`config.mk`:
```
export PLATFORM = sky130hd
export DESIGN_NAME = branch_sequencer
export DESIGN_NICKNAME = d
export VERILOG_FILES = /design/src/rtl/branch_sequencer.sv
export SDC_FILE = /design/constraint.sdc
export NUM_CORES = 1
export LEC_CHECK = 0
export ABC_AREA = 1
export CAP_MARGIN = 20
export CELL_PAD_IN_SITES_DETAIL_PLACEMENT = 0
export CELL_PAD_IN_SITES_GLOBAL_PLACEMENT = 2
export CORE_MARGIN = 2
export CORE_UTILIZATION = 31
export DETAILED_ROUTE_END_ITERATION = 12
export PLACE_DENSITY_LB_ADDON = 0.1
export SYNTH_ARGS = -nofsm -noshare
export SYNTH_HDL_FRONTEND = slang
export SYNTH_SLANG_ARGS = --single-unit
```
`constraint.sdc`:
```
create_clock -name clk -period 2.4 [get_ports clk]
set_input_delay 0.24 -clock clk [delete_from_list [all_inputs] [get_ports clk]]
set_output_delay 0.24 -clock clk [all_outputs]
set_load 0.05 [all_outputs]
```
`src/rtl/branch_sequencer.sv`:
```
// Multi-cycle branch sequencer: captures a branch request, evaluates CON, forms the target, issues the PC load.
// Optional taken-branch counter enabled by defining BRANCH_SEQ_CNT_EN.
module branch_sequencer #(
   parameter int OFFSET_W = 19
) (
   input  logic                clk,
   input  logic                clr,
   input  logic                start,
   input  logic [3:0]          c2,
   input  logic [31:0]         ra_value,
   input  logic [31:0]         pc,
   input  logic [OFFSET_W-1:0] offset,
   output logic                busy,
   output logic                con_q,
   output logic                pc_ld,
   output logic [31:0]         pc_out,
   output logic                done
`ifdef BRANCH_SEQ_CNT_EN
   ,
   output logic [15:0]         taken_cnt
`endif
);

   typedef enum logic [2:0] {
      S_IDLE   = 3'd0,
      S_EVAL   = 3'd1,
      S_ADDR   = 3'd2,
      S_UPDATE = 3'd3,
      S_FIN    = 3'd4
   } state_t;

   state_t              r_state;
   logic [1:0]          r_cond_sel;
   logic [31:0]         r_ra;
   logic [31:0]         r_pc;
   logic [OFFSET_W-1:0] r_offset;
   logic                r_busy;
   logic                r_con;
   logic                r_pc_ld;
   logic [31:0]         r_target;
   logic                r_done;

   logic                w_cond;
   logic [31:0]         w_offset_sext;
   logic                w_unused_c2;

   // Only the low two bits of the condition field select a test.
   assign w_unused_c2   = ^c2[3:2];
   assign w_offset_sext = 32'(signed'(r_offset));

   always_comb begin
      // NOTE: default assignment first so no path through the case leaves w_cond unassigned (no latch).
      w_cond = 1'b0;
      case (r_cond_sel)
         2'b00: w_cond = (r_ra == 32'd0);
         2'b01: w_cond = (r_ra != 32'd0);
         2'b10: w_cond = ~r_ra[31];
         2'b11: w_cond = r_ra[31];
         default: w_cond = 1'b0;
      endcase
   end

   // NOTE: non-blocking assignments so every register samples pre-edge values; clr clears all state asynchronously.
   always_ff @(posedge clk or negedge clr) begin
      if (!clr) begin
         r_state    <= S_IDLE;
         r_cond_sel <= 2'b00;
         r_ra       <= 32'd0;
         r_pc       <= 32'd0;
         r_offset   <= '0;
         r_busy     <= 1'b0;
         r_con      <= 1'b0;
         r_pc_ld    <= 1'b0;
         r_target   <= 32'd0;
         r_done     <= 1'b0;
      end else begin
         case (r_state)
            S_IDLE: begin
               if (start) begin
                  r_cond_sel <= c2[1:0];
                  r_ra       <= ra_value;
                  r_pc       <= pc;
                  r_offset   <= offset;
                  r_busy     <= 1'b1;
                  r_state    <= S_EVAL;
               end
            end
            S_EVAL: begin
               r_con   <= w_cond;
               r_state <= S_ADDR;
            end
            S_ADDR: begin
               r_target <= r_pc + w_offset_sext;
               // Load enable is registered so it is high exactly while in UPDATE.
               r_pc_ld  <= r_con;
               r_state  <= S_UPDATE;
            end
            S_UPDATE: begin
               r_pc_ld <= 1'b0;
               r_done  <= 1'b1;
               r_state <= S_FIN;
            end
            S_FIN: begin
               r_done  <= 1'b0;
               r_busy  <= 1'b0;
               r_state <= S_IDLE;
            end
            default: begin
               r_pc_ld <= 1'b0;
               r_done  <= 1'b0;
               r_busy  <= 1'b0;
               r_state <= S_IDLE;
            end
         endcase
      end
   end

   assign busy   = r_busy;
   assign con_q  = r_con;
   assign pc_ld  = r_pc_ld;
   assign pc_out = r_target;
   assign done   = r_done;

`ifdef BRANCH_SEQ_CNT_EN
   logic [15:0] r_taken_cnt;

   // Counts taken branches in their UPDATE cycle; saturates instead of wrapping.
   always_ff @(posedge clk or negedge clr) begin
      if (!clr) begin
         r_taken_cnt <= 16'd0;
      end else if (r_state == S_UPDATE && r_con && r_taken_cnt != 16'hFFFF) begin
         r_taken_cnt <= r_taken_cnt + 16'd1;
      end
   end

   assign taken_cnt = r_taken_cnt;
`endif

endmodule

```
# After elaboration in Yosys (flattened, before gate mapping)
# Index checks and enable logic that the tools add are counted.
op_classes:
  addsub: 1
  eq_ne: 8
  muxes: 7
  n_bitwise: 2
  reduce_logical: 9
ops:
  columns: ["operator", "n"]
  rows:
  - ["$add A32 B32 Y32", 1]
  - ["$logic_not A32 Y1", 1]
  - ["$reduce_bool A32 Y1", 1]
  - ["$pmux W3 S4", 1]
  - ["$reduce_or A3 Y1", 3]
  - ["$eq A3 B2 Y1 const B", 2]
  - ["$pmux W1 S2", 3]
  - ["$eq A2 B2 Y1 const B", 2]
  - ["$pmux W1 S4", 1]
  - ["$reduce_and A2 Y1", 2]
  - ["$eq A3 B1 Y1 const B", 1]
  - ["$eq A3 B3 Y1 const B", 1]
  - ["$logic_not A3 Y1", 1]
  - ["$mux W3", 1]
  - ["$eq A2 B1 Y1 const B", 1]
  - ["$logic_not A2 Y1", 1]
  - ["$ne A2 B2 Y1 const B", 1]
  - ["$not A1 Y1", 2]
  - ["$mux W1", 1]
totals:
  regBits: 124
  inputBits: 90
  output_inout_bits: 36
  wordCells: 37

# Longest topological paths before layout
depth:
  ltp_word: 4
  ltp_mapped: 12
  depth_no_buf: 12

# Worst setup path before layout
# No wires, ideal clock.
synth_path:
  kind: "reg2reg"
  startpoint: "register r_pc[0]"
  endpoint: "register r_target[8], in the netlist pc_out[8]"
  setup_ns: 0.118
  arrival_ns: 1.771
  required_ns: 2.282
  setup_slack_ns: 0.512
  stages_incl_launch_ff: 10
  n_path_buf: 0
  synth_period_minus_slack_ns: 1.888
  path_cell_list: "dfrtp_1 > ha_1 > fa_1 > nand3_1 > nand3_1 > nand2_1 > nand3_1 > or2_2 > nand3_1 > nand2_1"
synth_between:
  elab_chain_cells: 1
synth_rtl:
  columns: ["element", "line_no", "text"]
  rows:
  - ["start: declaration", "35", "logic [31:0] r_pc;"]
  - ["start signal: assignment", "82", "r_pc <= pc;"]
  - ["$add A32 B32 Y32", "93", "r_target <= r_pc + w_offset_sext;"]
  - ["end signal: assignment", "93", null]
  - ["end: declaration", "40", "logic [31:0] r_target;"]
# No other way between the ends.
# A chain may end at the register's enable or synchronous reset.

# Worst setup path in the final report
layout_path:
  startpoint: "register r_pc[0]"
  endpoint: "register r_target[28], in the netlist pc_out[28]"
# The elaborated chain is that of the path after synthesis.

==> flow_metrics.tcl <==
set metrics [dict create \
    first_pass_iters 4 \
    path_cells "ha_1 > fa_1 > nand3_1 > nand3_1 > nand3_1 > nand3_2 > nand2_1 > nand3_1 > nand3_1 > nand2_1" \
    gr-total-overflow 0 \
    ys_types 34 \
    vias 5808 \
    cts_tree "done" \
    setup_viol 0 \
    drt-wirelength-per-cell_um 14.5 \
    clockBufferDepth 2 \
    yosysWarningCount 0 \
    period_share_pct 91.0 \
    postRouteWirelength_mm 19.2 \
    drive_above_1_share_pct 14.8 \
    layout_commonest_cell "nand2_1" \
    die_area_um2 24500 \
    fmax_ghz 0.458 \
    cts_made_buffers 17 \
    crit_path_end_kind "flop" \
    maxSlewViolCount 0 \
    ys_seq_elements 124 \
    cpMostUsedCell "nand3_1" \
    seq_area_frac_synth_pct 43.1 \
    die_w_um 156 \
    drc 0 \
    finalWeightedCongestion 0.791 \
    core-area_um2 22700 \
    fin_skew_ns 0.0138 \
    drtIter0Drc 234 \
    place_inst 1290 \
    hpwl_mm 14.9 \
    die_y_um 156 \
    tightest_slew_ns 0.770 \
    grt_setup_unrepaired "false" \
    drv_cap 0 \
    syn_area_per_cell_um2 8.13 \
    hold_class "in -> reg" \
    insertion_delay_ns 0.42 \
    start_kind "flop" \
    routed_via_density 4.39 \
    worstPathMaxFanout 4 \
    ctsRootBufferMaster "clkbuf_16" \
    grt_pass1_vias 5964 \
    rrSetupSlack_ns 0.22 \
    nets 1147 \
    path_clk_slew_ns 0.07 \
    start_util_pct 31.7 \
    rows 55 \
    grt_max_degree 46 \
    ios 126 \
    tns_ns 0 \
    min_period_ns 2.18 \
    area_delta_synth_final_pct 30.8 \
    n_antenna_cell 0 \
    grt_first_pass_wirelength_mm 31.7 \
    syn_inst 887 \
    status "completed" \
    fin_ws_ns 0.216 \
    antenna_found_initial 0 \
    cp_slowest_cell "fa_1" \
    netlist_area_um2 7210 \
    cts_max_level 4 \
    cp_data_arrival_time_ns 2.49 \
    track_usage_pct 16.7 \
    fin_cells 1323 \
    critical_path_class "reg -> reg" \
    hold_violations 0 \
    post_cts_buffers 0 \
    critPathMaxStageDelay_ns 0.41 \
    cts.sinks 124 \
    cp.required_ns 2.71 \
    port_buffers 123 \
    layout_common_cells "nand2_1, inv_1, dfrtp_1" \
    maxSlewHeadroom_pct 48.6 \
    synth_nets 1009 \
    place_ws_ns 0.204 \
    antenna_left 0 \
]
registers in the layout (all words and copies together), names as in the netlist:
signal and flops:
busy 1, con_q 1, done 1, pc_ld 1
pc_out 32, r_cond_sel 2, r_offset 19, r_pc 32
r_ra 32, r_state 3
Yosys cell counts:
library cell	n	area (um^2)
nand2_1	294	1100
inv_1	125	469
dfrtp_1	124	3100
mux2_2	68	766
nor2_1	65	244
nand3_1	53	265
a21oi_1	31	155
ha_1	31	388
buf_2	10	50.1
nand2_2	9	56.3
nand3_2	7	70.1
or2_2	7	43.8
mux2_4	6	90.1
nor2_2	6	37.5
nand3b_1	5	37.5
nand4_1	5	31.3
nor3_1	5	25.0
o21ai_0	5	25.0
xnor2_1	5	43.8
buf_6	3	33.8
o21ai_1	3	15.0
or2_1	3	18.8
a21o_1	2	15.0
clkbuf_1	2	7.51
inv_2	2	7.51
o211ai_1	2	15.0
o21bai_1	2	15.0
a21oi_2	1	8.76
buf_4	1	7.51
fa_1	1	20.0
nor2_4	1	11.3
nor3_2	1	10.0
o21bai_2	1	11.3
or2_0	1	6.26
what timing repair did:
| item | in CTS | in global routing |
|---|---|---|
| endpoints found under the setup margin | 0 | 2 |
| gates resized for setup | 0 | 1 |
| hold buffers | 1 | 0 |
| endpoints found under the hold margin | 42 | 0 |
per-stage QoR:
| stage | hold slack (ns) | utilization [%] | instance area [um^2] |
|---|---|---|---|
| 4_1_cts | 0.373 | 41.5 | 9430 |
| 6_report | 0.391 | 41.5 | 9430 |
| 5_1_grt | 0.395 | 41.5 | 9430 |
| 3_5_place_dp | 0.303 | 38.8 | 8820 |
| 3_3_place_gp | 0.310 | 38.8 | 8820 |
| 2_1_floorplan | -0.0556 | - | 7210 |
logic make-up after synthesis:
kind of cell | Yosys count | share of synthesized area, %
AND/OR/NAND/NOR | 462 | 27.2
flip-flops | 124 | 43.1
adder cells (fa/ha/maj) | 32 | 5.66
multiplexers | 74 | 11.9
buffers and inverters | 143 | 7.99
XOR/XNOR | 5 | 0.608
AO/OA/AOI/OAI | 47 | 3.61
per-layer routing:
metal  wire (um)  vias up  global-route usage, %
met5           0        -                      0
met4         166        0                   3.93
met3        1150       10                   4.98
met2        8610      100                   26.7
met1        9290     2631                   22.4
li1            -     3067                      -
path summary, 6_finish.rpt:
kind                             start          to  depth (start not counted)
max                            r_pc[0]  pc_out[28]                         10
min                        ra_value[5]     r_ra[5]                          3
max reg2reg                    r_pc[0]  pc_out[28]                         10
min reg2reg                  pc_out[1]   pc_out[1]                          2
max in group asynchronous          clr     r_pc[0]                          3
min in group asynchronous          clr    r_pc[13]                          2
critical path: cells and delay by family (launching register included):
| kind | cells | cell delay, ns |
|---|---|---|
| fa+ha+maj | 2 | 0.65 |
| simple gates | 8 | 1.05 |
| flops | 1 | 0.38 |
area by class of cell:
| cell class | instances | area [um^2] |
|---|---|---|
| Fill cell | 2330 | 13300 |
| Tap cell | 285 | 357 |
| Sequential cell | 124 | 3100 |
| Clock buffer | 17 | 425 |
| Inverter | 127 | 477 |
| Timing Repair Buffer | 135 | 1360 |
| Multi-Input combinational cell | 620 | 3540 |
| Clock inverter | 15 | 169 |
Power is not shown: default switching activity piles up to over one toggle a cycle in this logic, so the estimate is an artifact.
